**src/rtl/superio_regs_pkg.sv**
```systemverilog
// Shared definitions for the SuperIO register write path: address map, FSM
// states, register indices and small helpers.
package superio_regs_pkg;

  localparam logic [2:0] ADDR_REG1 = 3'b001;
  localparam logic [2:0] ADDR_REG2 = 3'b100;
  localparam logic [2:0] ADDR_REG3 = 3'b101;

  typedef enum logic [1:0] {
    IDLE,
    DECODE,
    BLOCK,
    ACK
  } state_t;

  typedef enum logic [1:0] {
    REG1_IDX = 2'd0,
    REG2_IDX = 2'd1,
    REG3_IDX = 2'd2
  } reg_idx_t;

  typedef struct packed {
    logic     hit;
    reg_idx_t idx;
  } addr_decode_t;

  function automatic addr_decode_t decode_addr(input logic [2:0] addr);
    addr_decode_t d;
    d.hit = 1'b1;
    d.idx = REG1_IDX;
    case (addr)
      ADDR_REG1: d.idx = REG1_IDX;
      ADDR_REG2: d.idx = REG2_IDX;
      ADDR_REG3: d.idx = REG3_IDX;
      default:   d.hit = 1'b0;
    endcase
    return d;
  endfunction

  function automatic logic [7:0] sat_inc8(input logic [7:0] v);
    return (v == 8'hFF) ? v : v + 8'd1;
  endfunction

endpackage

```
**src/rtl/superio_reg_write_decoder_if.sv**
```systemverilog
// Avalon-MM style write channel between the QSYS master and the register slave.
interface superio_reg_write_decoder_if #(
  parameter int WIDTH = 32
);

  logic [2:0]         address;
  logic               write;
  logic [WIDTH-1:0]   writedata;
  logic [WIDTH/8-1:0] byteenable;
  logic               waitrequest;

  modport master (
    output address,
    output write,
    output writedata,
    output byteenable,
    input  waitrequest
  );

  modport slave (
    input  address,
    input  write,
    input  writedata,
    input  byteenable,
    output waitrequest
  );

endinterface

```
**src/rtl/byte_lane_merge.sv**
```systemverilog
// Combinational byte-lane merge: enabled lanes take the new value, the rest
// keep the old value.
module byte_lane_merge #(
  parameter int WIDTH = 32
) (
  input  logic [WIDTH-1:0]   old_value,
  input  logic [WIDTH-1:0]   new_value,
  input  logic [WIDTH/8-1:0] byteenable,
  output logic [WIDTH-1:0]   merged
);

  always_comb begin
    merged = old_value;
    for (int b = 0; b < WIDTH / 8; b++) begin
      if (byteenable[b]) begin
        merged[8*b +: 8] = new_value[8*b +: 8];
      end
    end
  end

endmodule

```
**src/rtl/superio_reg_write_decoder.sv**
```systemverilog
// Write side of the SuperIO register slave: decodes bus writes into three
// holding registers and hands each update to the ISA side via pending/ack.
module superio_reg_write_decoder
  import superio_regs_pkg::*;
#(
  parameter int WIDTH   = 32,
  parameter int TIMEOUT = 64
) (
  input  logic                        clk,
  input  logic                        reset_n,
  superio_reg_write_decoder_if.slave  bus,
  output logic [WIDTH-1:0]            reg1Data,
  output logic [WIDTH-1:0]            reg2Data,
  output logic [WIDTH-1:0]            reg3Data,
  output logic [2:0]                  pending,
  input  logic [2:0]                  ack,
  output logic [7:0]                  drop_count
);

  localparam int CW = (TIMEOUT > 1) ? $clog2(TIMEOUT) : 1;
  localparam logic [CW-1:0] TMO_LAST = CW'(TIMEOUT - 1);

  state_t             state;
  logic               waitrequest_q;
  logic [2:0]         lat_addr;
  logic [WIDTH-1:0]   lat_data;
  logic [WIDTH/8-1:0] lat_be;
  logic [CW-1:0]      tmo_cnt;

  addr_decode_t       dec;
  logic [WIDTH-1:0]   old_value;
  logic [WIDTH-1:0]   merged_value;
  logic               commit;
  logic [2:0]         set_mask;

  assign dec             = decode_addr(lat_addr);
  assign bus.waitrequest = waitrequest_q;

  always_comb begin
    old_value = reg1Data;
    case (dec.idx)
      REG2_IDX: old_value = reg2Data;
      REG3_IDX: old_value = reg3Data;
      default:  old_value = reg1Data;
    endcase
  end

  byte_lane_merge #(.WIDTH(WIDTH)) u_merge (
    .old_value  (old_value),
    .new_value  (lat_data),
    .byteenable (lat_be),
    .merged     (merged_value)
  );

  // A merge happens on a fresh mapped write to an idle register, or when the
  // consumer finally acknowledges while we are stalled on it.
  always_comb begin
    commit   = 1'b0;
    set_mask = 3'b000;
    case (state)
      DECODE:  commit = dec.hit && (lat_be != '0) && !pending[dec.idx];
      BLOCK:   commit = ack[dec.idx];
      default: commit = 1'b0;
    endcase
    if (commit) begin
      set_mask = 3'b001 << dec.idx;
    end
  end

  always_ff @(posedge clk or negedge reset_n) begin
    if (!reset_n) begin
      reg1Data <= '0;
      reg2Data <= '0;
      reg3Data <= '0;
    end else if (commit) begin
      case (dec.idx)
        REG1_IDX: reg1Data <= merged_value;
        REG2_IDX: reg2Data <= merged_value;
        REG3_IDX: reg3Data <= merged_value;
        default:  reg1Data <= reg1Data;
      endcase
    end
  end

  // Transfer FSM; waitrequest is registered so it drops exactly in the ACK cycle.
  always_ff @(posedge clk or negedge reset_n) begin
    if (!reset_n) begin
      state         <= IDLE;
      waitrequest_q <= 1'b1;
      lat_addr      <= '0;
      lat_data      <= '0;
      lat_be        <= '0;
      tmo_cnt       <= '0;
      pending       <= 3'b000;
      drop_count    <= 8'd0;
    end else begin
      pending <= (pending & ~ack) | set_mask;
      case (state)
        IDLE: begin
          waitrequest_q <= 1'b1;
          if (bus.write) begin
            lat_addr <= bus.address;
            lat_data <= bus.writedata;
            lat_be   <= bus.byteenable;
            state    <= DECODE;
          end
        end
        DECODE: begin
          if (!dec.hit) begin
            drop_count    <= sat_inc8(drop_count);
            state         <= ACK;
            waitrequest_q <= 1'b0;
          end else if ((lat_be == '0) || commit) begin
            state         <= ACK;
            waitrequest_q <= 1'b0;
          end else begin
            tmo_cnt <= '0;
            state   <= BLOCK;
          end
        end
        BLOCK: begin
          if (commit) begin
            state         <= ACK;
            waitrequest_q <= 1'b0;
          end else if (tmo_cnt == TMO_LAST) begin
            drop_count    <= sat_inc8(drop_count);
            state         <= ACK;
            waitrequest_q <= 1'b0;
          end else begin
            tmo_cnt <= tmo_cnt + CW'(1);
          end
        end
        ACK: begin
          waitrequest_q <= 1'b1;
          state         <= IDLE;
        end
        default: begin
          waitrequest_q <= 1'b1;
          state         <= IDLE;
        end
      endcase
    end
  end

endmodule

```
**src/flat_wrapper.sv**
```systemverilog
// flat-port wrapper written by rule: the top's interface ports become plain ports
module superio_reg_write_decoder_flat import superio_regs_pkg::*;
#(
  parameter int WIDTH   = 32,
  parameter int TIMEOUT = 64
)
  (clk, reset_n, reg1Data, reg2Data, reg3Data, pending, ack, drop_count, bus_address, bus_write, bus_writedata, bus_byteenable, bus_waitrequest);
  superio_reg_write_decoder_if #(.WIDTH(WIDTH)) bus_i ();
  input  logic clk;
  input  logic reset_n;
  output logic [WIDTH-1:0] reg1Data;
  output logic [WIDTH-1:0] reg2Data;
  output logic [WIDTH-1:0] reg3Data;
  output logic [2:0] pending;
  input  logic [2:0] ack;
  output logic [7:0] drop_count;
  input wire logic [$bits(bus_i.address)-1:0] bus_address;
  input wire logic [$bits(bus_i.write)-1:0] bus_write;
  input wire logic [$bits(bus_i.writedata)-1:0] bus_writedata;
  input wire logic [$bits(bus_i.byteenable)-1:0] bus_byteenable;
  output wire logic [$bits(bus_i.waitrequest)-1:0] bus_waitrequest;
  assign bus_i.address = bus_address;
  assign bus_i.write = bus_write;
  assign bus_i.writedata = bus_writedata;
  assign bus_i.byteenable = bus_byteenable;
  assign bus_waitrequest = bus_i.waitrequest;
  superio_reg_write_decoder #(.WIDTH(WIDTH), .TIMEOUT(TIMEOUT)) u_core (.clk(clk), .reset_n(reset_n), .bus(bus_i), .reg1Data(reg1Data), .reg2Data(reg2Data), .reg3Data(reg3Data), .pending(pending), .ack(ack), .drop_count(drop_count));
endmodule
```
**config.mk**
```make
export PLATFORM = sky130hd
export DESIGN_NAME = superio_reg_write_decoder_flat
export DESIGN_NICKNAME = d
export VERILOG_FILES = /design/src/rtl/superio_regs_pkg.sv /design/src/rtl/superio_reg_write_decoder_if.sv /design/src/rtl/byte_lane_merge.sv /design/src/rtl/superio_reg_write_decoder.sv /design/src/flat_wrapper.sv
export SDC_FILE = /design/constraint.sdc
export NUM_CORES = 1
export LEC_CHECK = 0
export CORE_ASPECT_RATIO = 0.7
export CORE_MARGIN = 4
export CORE_UTILIZATION = 55
export DETAILED_ROUTE_END_ITERATION = 16
export MAX_ROUTING_LAYER = met4
export PLACE_DENSITY = 0.86
export SYNTH_ARGS = -nofsm -noshare
export SYNTH_HDL_FRONTEND = slang
export SYNTH_SLANG_ARGS = --single-unit
```
**constraint.sdc**
```tcl
create_clock -name clk -period 5.8 [get_ports clk]
set_input_delay 1.74 -clock clk [delete_from_list [all_inputs] [get_ports clk]]
set_output_delay 1.74 -clock clk [all_outputs]
set_load 0.1 [all_outputs]
```
---- After elaboration in Yosys (flattened, before gate mapping) ----
Index checks and enable logic that the tools add are counted.
operators by class
  reduce and logical (&&, ||, !) cells .... 19
  order comparisons ....................... 1
  shifts and indexed selects .............. 1
  add/sub/neg operators ................... 2
  bitwise gates (word level) .............. 3
  divide/modulo/power cells ............... 0
  mux-type cells .......................... 34
  equality and inequality tests ........... 19
  multiply operators ...................... 0
operators with widths
  kind                                                  number
  two-way mux 8 bit                                     8
  case mux 32 bit (2 select lines)                      1
  two-way mux 6 bit                                     4
  case mux 8 bit (2 select lines)                       1
  case mux 6 bit (2 select lines)                       1
  AND reduction 2 bit                                   6
  != test 2 bit (second input constant)                 5
  adder 8 x 1 -> 8 bit (second input constant)          1
  equality test 8 bit (second input constant)           1
  two-way mux 1 bit                                     8
  two-way mux 2 bit                                     4
  case mux 2 bit (4 select lines)                       1
  adder 6 x 1 -> 6 bit (second input constant)          1
  equality test 2 bit (second input constant)           3
  equality test 3 bit (second input constant)           2
  equality test 6 bit (second input constant)           1
  AND reduction 5 bit                                   1
  binary-select mux 1 bit (select 2 bit)                2
  equality test 2 x 1 -> 1 bit (second input constant)  2
  zero test 2 bit                                       2
  zero test 4 bit                                       1
  != test 2 x 1 -> 1 bit (second input constant)        2
  case mux 2 bit (2 select lines)                       1
  AND reduction 4 bit                                   1
  other kinds (18)                                      19
storage, ports and cells
  register bits after elaboration ......... 155
  input bits .............................. 45
  output and inout port bits .............. 108
  memory bits (read-only) ................. 0
  logic and storage cells ................. 90
  latch bits .............................. 0
  memory bits (writable) .................. 0
  memories ................................ 0

---- Logic depth before layout (Yosys ltp) ----
  depth after elaboration ................. 11
  depth in mapped cells ................... 12
  mapped depth without buffers ............ 10

---- By module ----
From an unflattened synthesis, not the netlist that was laid out.
unflattened totals
  cell total of the unflattened synthesis .. 567
  area total of the unflattened synthesis .. 7448.4 um^2
by module, submodules not included
  module                     seq. area each (um^2)  area each (um^2)  instances  cells an instance
  superio_reg_write_decoder  3880.0                 6922.9            1          531
  byte_lane_merge            0.0                    525.5             1          36

---- Least setup slack after synthesis ----
No wires, ideal clock.
  path type ............................... input port to flip-flop
  from .................................... in bus_write
  to ...................................... reg u_core.lat_data[10]
  arrival time ............................ 2.880 ns
  setup time .............................. 0.125 ns
  slack ................................... 2.795 ns
  data required time ...................... 5.675 ns
  path buffers ............................ 2
  stages .................................. 4
  cell sequence ........................... nand2_1 -> clkbuf_1 -> buf_1 -> mux2_2
on the way
  longest elaborated chain between the ends .. 1
ends and longest elaborated chain
  what                           RTL line                          RTL
  start: declaration             flat_wrapper.sv:18                input wire logic [$bits(bus_i.write)-1:0] bus_write;
  AND reduction 2 bit (no line)  --
  end signal: assignment         superio_reg_write_decoder.sv:103  lat_data <= bus.writedata;
  end: declaration               superio_reg_write_decoder.sv:26   logic [WIDTH-1:0] lat_data;
Every way passes these cells.
A chain may end at the register's enable or synchronous reset.

---- Final worst setup path ----
  from .................................... in ack[2]
  to ...................................... reg u_core.reg2Data[4]
on the way
  longest elaborated chain between the ends .. 4
ends and longest elaborated chain
  what                                     RTL line                         RTL
  start: declaration                       flat_wrapper.sv:15               input logic [2:0] ack;
  binary-select mux 1 bit (select 2 bit)   superio_reg_write_decoder.sv:62  BLOCK: commit = ack[dec.idx];
  two-way mux 1 bit (implied by the code)  superio_reg_write_decoder.sv:62
  case mux 1 bit (2 select lines)          superio_reg_write_decoder.sv:60  case (state)
  AND reduction 2 bit (no line)            --
  end signal: assignment                   superio_reg_write_decoder.sv:78  REG2_IDX: reg2Data <= merged_value;
  end: declaration                         superio_reg_write_decoder.sv:13  output logic [WIDTH-1:0] reg2Data,
Every way passes these cells. The select of a mux whose other input is x is not followed.

==> flow_metrics.py <==
metrics = {
    "status": {
        "outcome": "finished, final reports clean",
    },
    "place": {
        "place_congestion": 0.8900,
        "hpwl_um": 12850,
        "numPortBuffers": 152,
    },
    "yosys": {
        "syn_inst": 715,
        "ys_seq_elements": 155,
        "yosys_warnings": 0,
        "synthArstFlopShare": 1.000,
        "synth_fp_nets": 770,
        "synth_commonest_cells": "dfrtp_1 (154), nand2_1 (107), o21ai_0 (84), nor2_1 (76), a21oi_1 (68)",
        "synth_area_leader_cell": "dfrtp_1",
        "syn_avg_cell_area_um2": 9.887,
        "synth_ff_type": "dfrtp_1",
        "synth_edf_count": 0,
        "ys_types": 47,
        "synthMostInstantiatedCell": "dfrtp_1",
        "synth.top_cell.area_share": 0.5451,
        "yosysSeqAreaShare": 0.5488,
        "netlist_area_um2": 7069,
        "synth_area_leaders": "dfrtp_1 (55%), mux2_2 (6.4%), o21ai_0 (5.9%)",
    },
    "finish": {
        "nets": 898,
        "syn2layout_area_growth_pct": 29.91,
        "diodes": 0,
        "drive_above_1_share": 0.1040,
    },
    "route": {
        "maxUsedRoutingLayer": "met4",
        "wirelength_met1_um": 8088,
        "vias_per_cell": 5.992,
        "vias": 6100,
        "wl_met3_um": 1745,
        "drt_iter0_markers": 487,
        "wl_um": 19680,
        "routedWlPerCell_um": 19.33,
        "drc_errors": 0,
        "ant_nets": 0,
        "wl_met2_um": 9539,
        "drt-pass1-iter-count": 5,
    },
    "grt": {
        "antenna_found_initial": 0,
        "grt_max_degree": 65,
        "grt_pass1_wl_um": 31360,
        "grt_pass1_vias": 6204,
        "overflow": 0,
        "grtUsageTotal": 0.2808,
    },
    "sta": {
        "drv_slew": 0,
        "skew_ns": 0.01011,
        "relSlewSlack": 0.2408,
        "final_hold_viol_count": 0,
        "setup_viol": 0,
        "setup_tns_ns": 0,
        "tightest_slew_ns": 1.133,
        "fmax_mhz": 244.7,
        "finalCriticalPeriod_ns": 4.087,
        "finalCritPeriodShare": 0.7046,
        "rsz0062_at_grt": "no",
    },
    "cts": {
        "cts_tree": "yes",
        "clockBufferDepth": 2,
        "postCtsSetupBuffers": 0,
        "postCtsHoldBufs": 0,
        "path_clk_slew_ns": 0.06,
        "ctsResizeCount": 0,
        "htree_levels": 4,
        "cts_root_buf": "clkbuf_16",
        "clock_sinks": 155,
        "clk_latency_ns": 0.41,
        "numCtsBuffers": 17,
    },
    "die": {
        "fp.dieW_um": 143.5,
        "dieArea_um2": 14760,
        "rows": 34,
        "start_util": 0.5652,
        "die_height_um": 102.9,
        "ioPinCount": 153,
        "core_area_um2": 12510,
    },
    "hold_path": {
        "worstHoldStart": "u_core.drop_count[7]",
        "hold_depth": 1,
        "holdCritPathClass": "reg -> reg",
        "hold_end": "u_core.drop_count[7]",
    },
    "worst_setup_path": {
        "crit_path_frequent_cell": "o21ai_0",
        "crit_chain": "clkdlybuf4s50_1, nor3b_1, o21ai_0, o211a_1, o211ai_4, buf_4, o21ai_0",
        "startpoint_type": "input port",
        "max_stage_delay_ns": 0.94,
        "critPathKind": "in -> reg",
        "r2r-start": "u_core.lat_addr[1]",
        "r2r_setup_slack_ns": 2.32,
        "crit_path_end_kind": "flip-flop",
        "path_max_fanout": 46,
        "worst-endpoint-required_ns": 6.08,
        "arrival_ns": 4.37,
        "r2r_end": "u_core.reg2Data[4]",
        "slowest_stage": "o211ai_4",
        "ff2ff_path_depth": 10,
    },
    "run": {
        "maxCapViolations": 0,
    },
}
per-layer routing:
metal / up-vias / GRT usage
met4: 0 / 0.09768
met2: 329 / 0.4431
li1: 2739 / -
met1: 2996 / 0.3623
met5: - / -
met3: 36 / 0.06537
cell families (layout without fill, tap and decap cells):
family,count (synthesis),count (layout),share of synthesized area
AOI/OAI and AO/OA,226,226,0.1812
DFF,155,155,0.5489
xor gates and xnor gates,7,7,0.008673
and+or+nand+nor,215,215,0.1276
muxes,41,41,0.06513
buffers and inverters,61,202,0.05080
adders and majority gates,10,10,0.01770
sequential cells by signal, indices dropped and copies added, names as in the netlist, 3 cells and up:
signal	count
u_core.drop_count	8
u_core.lat_addr	3
u_core.lat_be	4
u_core.lat_data	32
u_core.pending	3
u_core.reg1Data	32
u_core.reg2Data	32
u_core.reg3Data	32
u_core.tmo_cnt	6
cell usage in the layout, fill, tap and decap left out, types with 3 or more instances in the layout:
cell type	n
o211ai_4	3
dfrtp_1	154
bufinv_16	4
nor3_1	5
mux2_2	40
nor2b_1	3
nand4_1	3
inv_1	11
a21oi_1	68
nand2_1	106
nand3_1	5
a31oi_1	4
o21ai_1	24
nor2_1	76
xor2_1	6
buf_4	7
a22oi_1	32
nand2b_1	5
clkdlybuf4s50_1	151
ha_1	9
o21ai_0	84
clkinvlp_4	3
clkbuf_16	17
area by class of cell:
type | instances | area [um^2]
clock buffers | 19 | 432.9
clock inverters | 13 | 190.2
fillers | 835 | 3323
inverters | 11 | 41.29
multi-input cells | 499 | 2861
flip-flops and latches | 155 | 3880
well taps | 162 | 202.7
repair buffers | 159 | 1575
worst max-delay path by stage:
stage	start	end	slack (ns)	cells past startpoint
after floorplan	bus_write	u_core.lat_data[10]	2.79	4
after global placement	ack[2]	u_core.reg2Data[8]	1.54	7
after detailed placement	ack[2]	u_core.reg2Data[4]	1.38	7
after CTS	ack[2]	u_core.reg2Data[4]	1.78	7
after global routing	ack[2]	u_core.reg2Data[0]	1.48	8
final	ack[2]	u_core.reg2Data[4]	1.71	7
worst max-delay path, delay by kind of cell:
family                 cells  cell delay (ns)
buffers and inverters      2             0.81
and+or+nand+nor            1             0.28
AOI/OAI and AO/OA          4             1.53
through the flow:
stage	setup slack, ns	hold slack [ns]	std cells	instance area [um^2]	util
4_1_cts	1.784	0.4973	1018	9184	0.7343
3_3_place_gp	1.537	0.4643	986	8561	0.6845
3_5_place_dp	1.377	0.4805	986	8561	0.6845
5_1_grt	1.475	0.5128	1018	9184	0.7343
6_report	1.713	0.5005	1018	9184	0.7343
2_1_floorplan	2.795	0.4509	715	7069	-
Power is not shown: default switching activity piles up to over one toggle a cycle in this logic, so the estimate is an artifact.
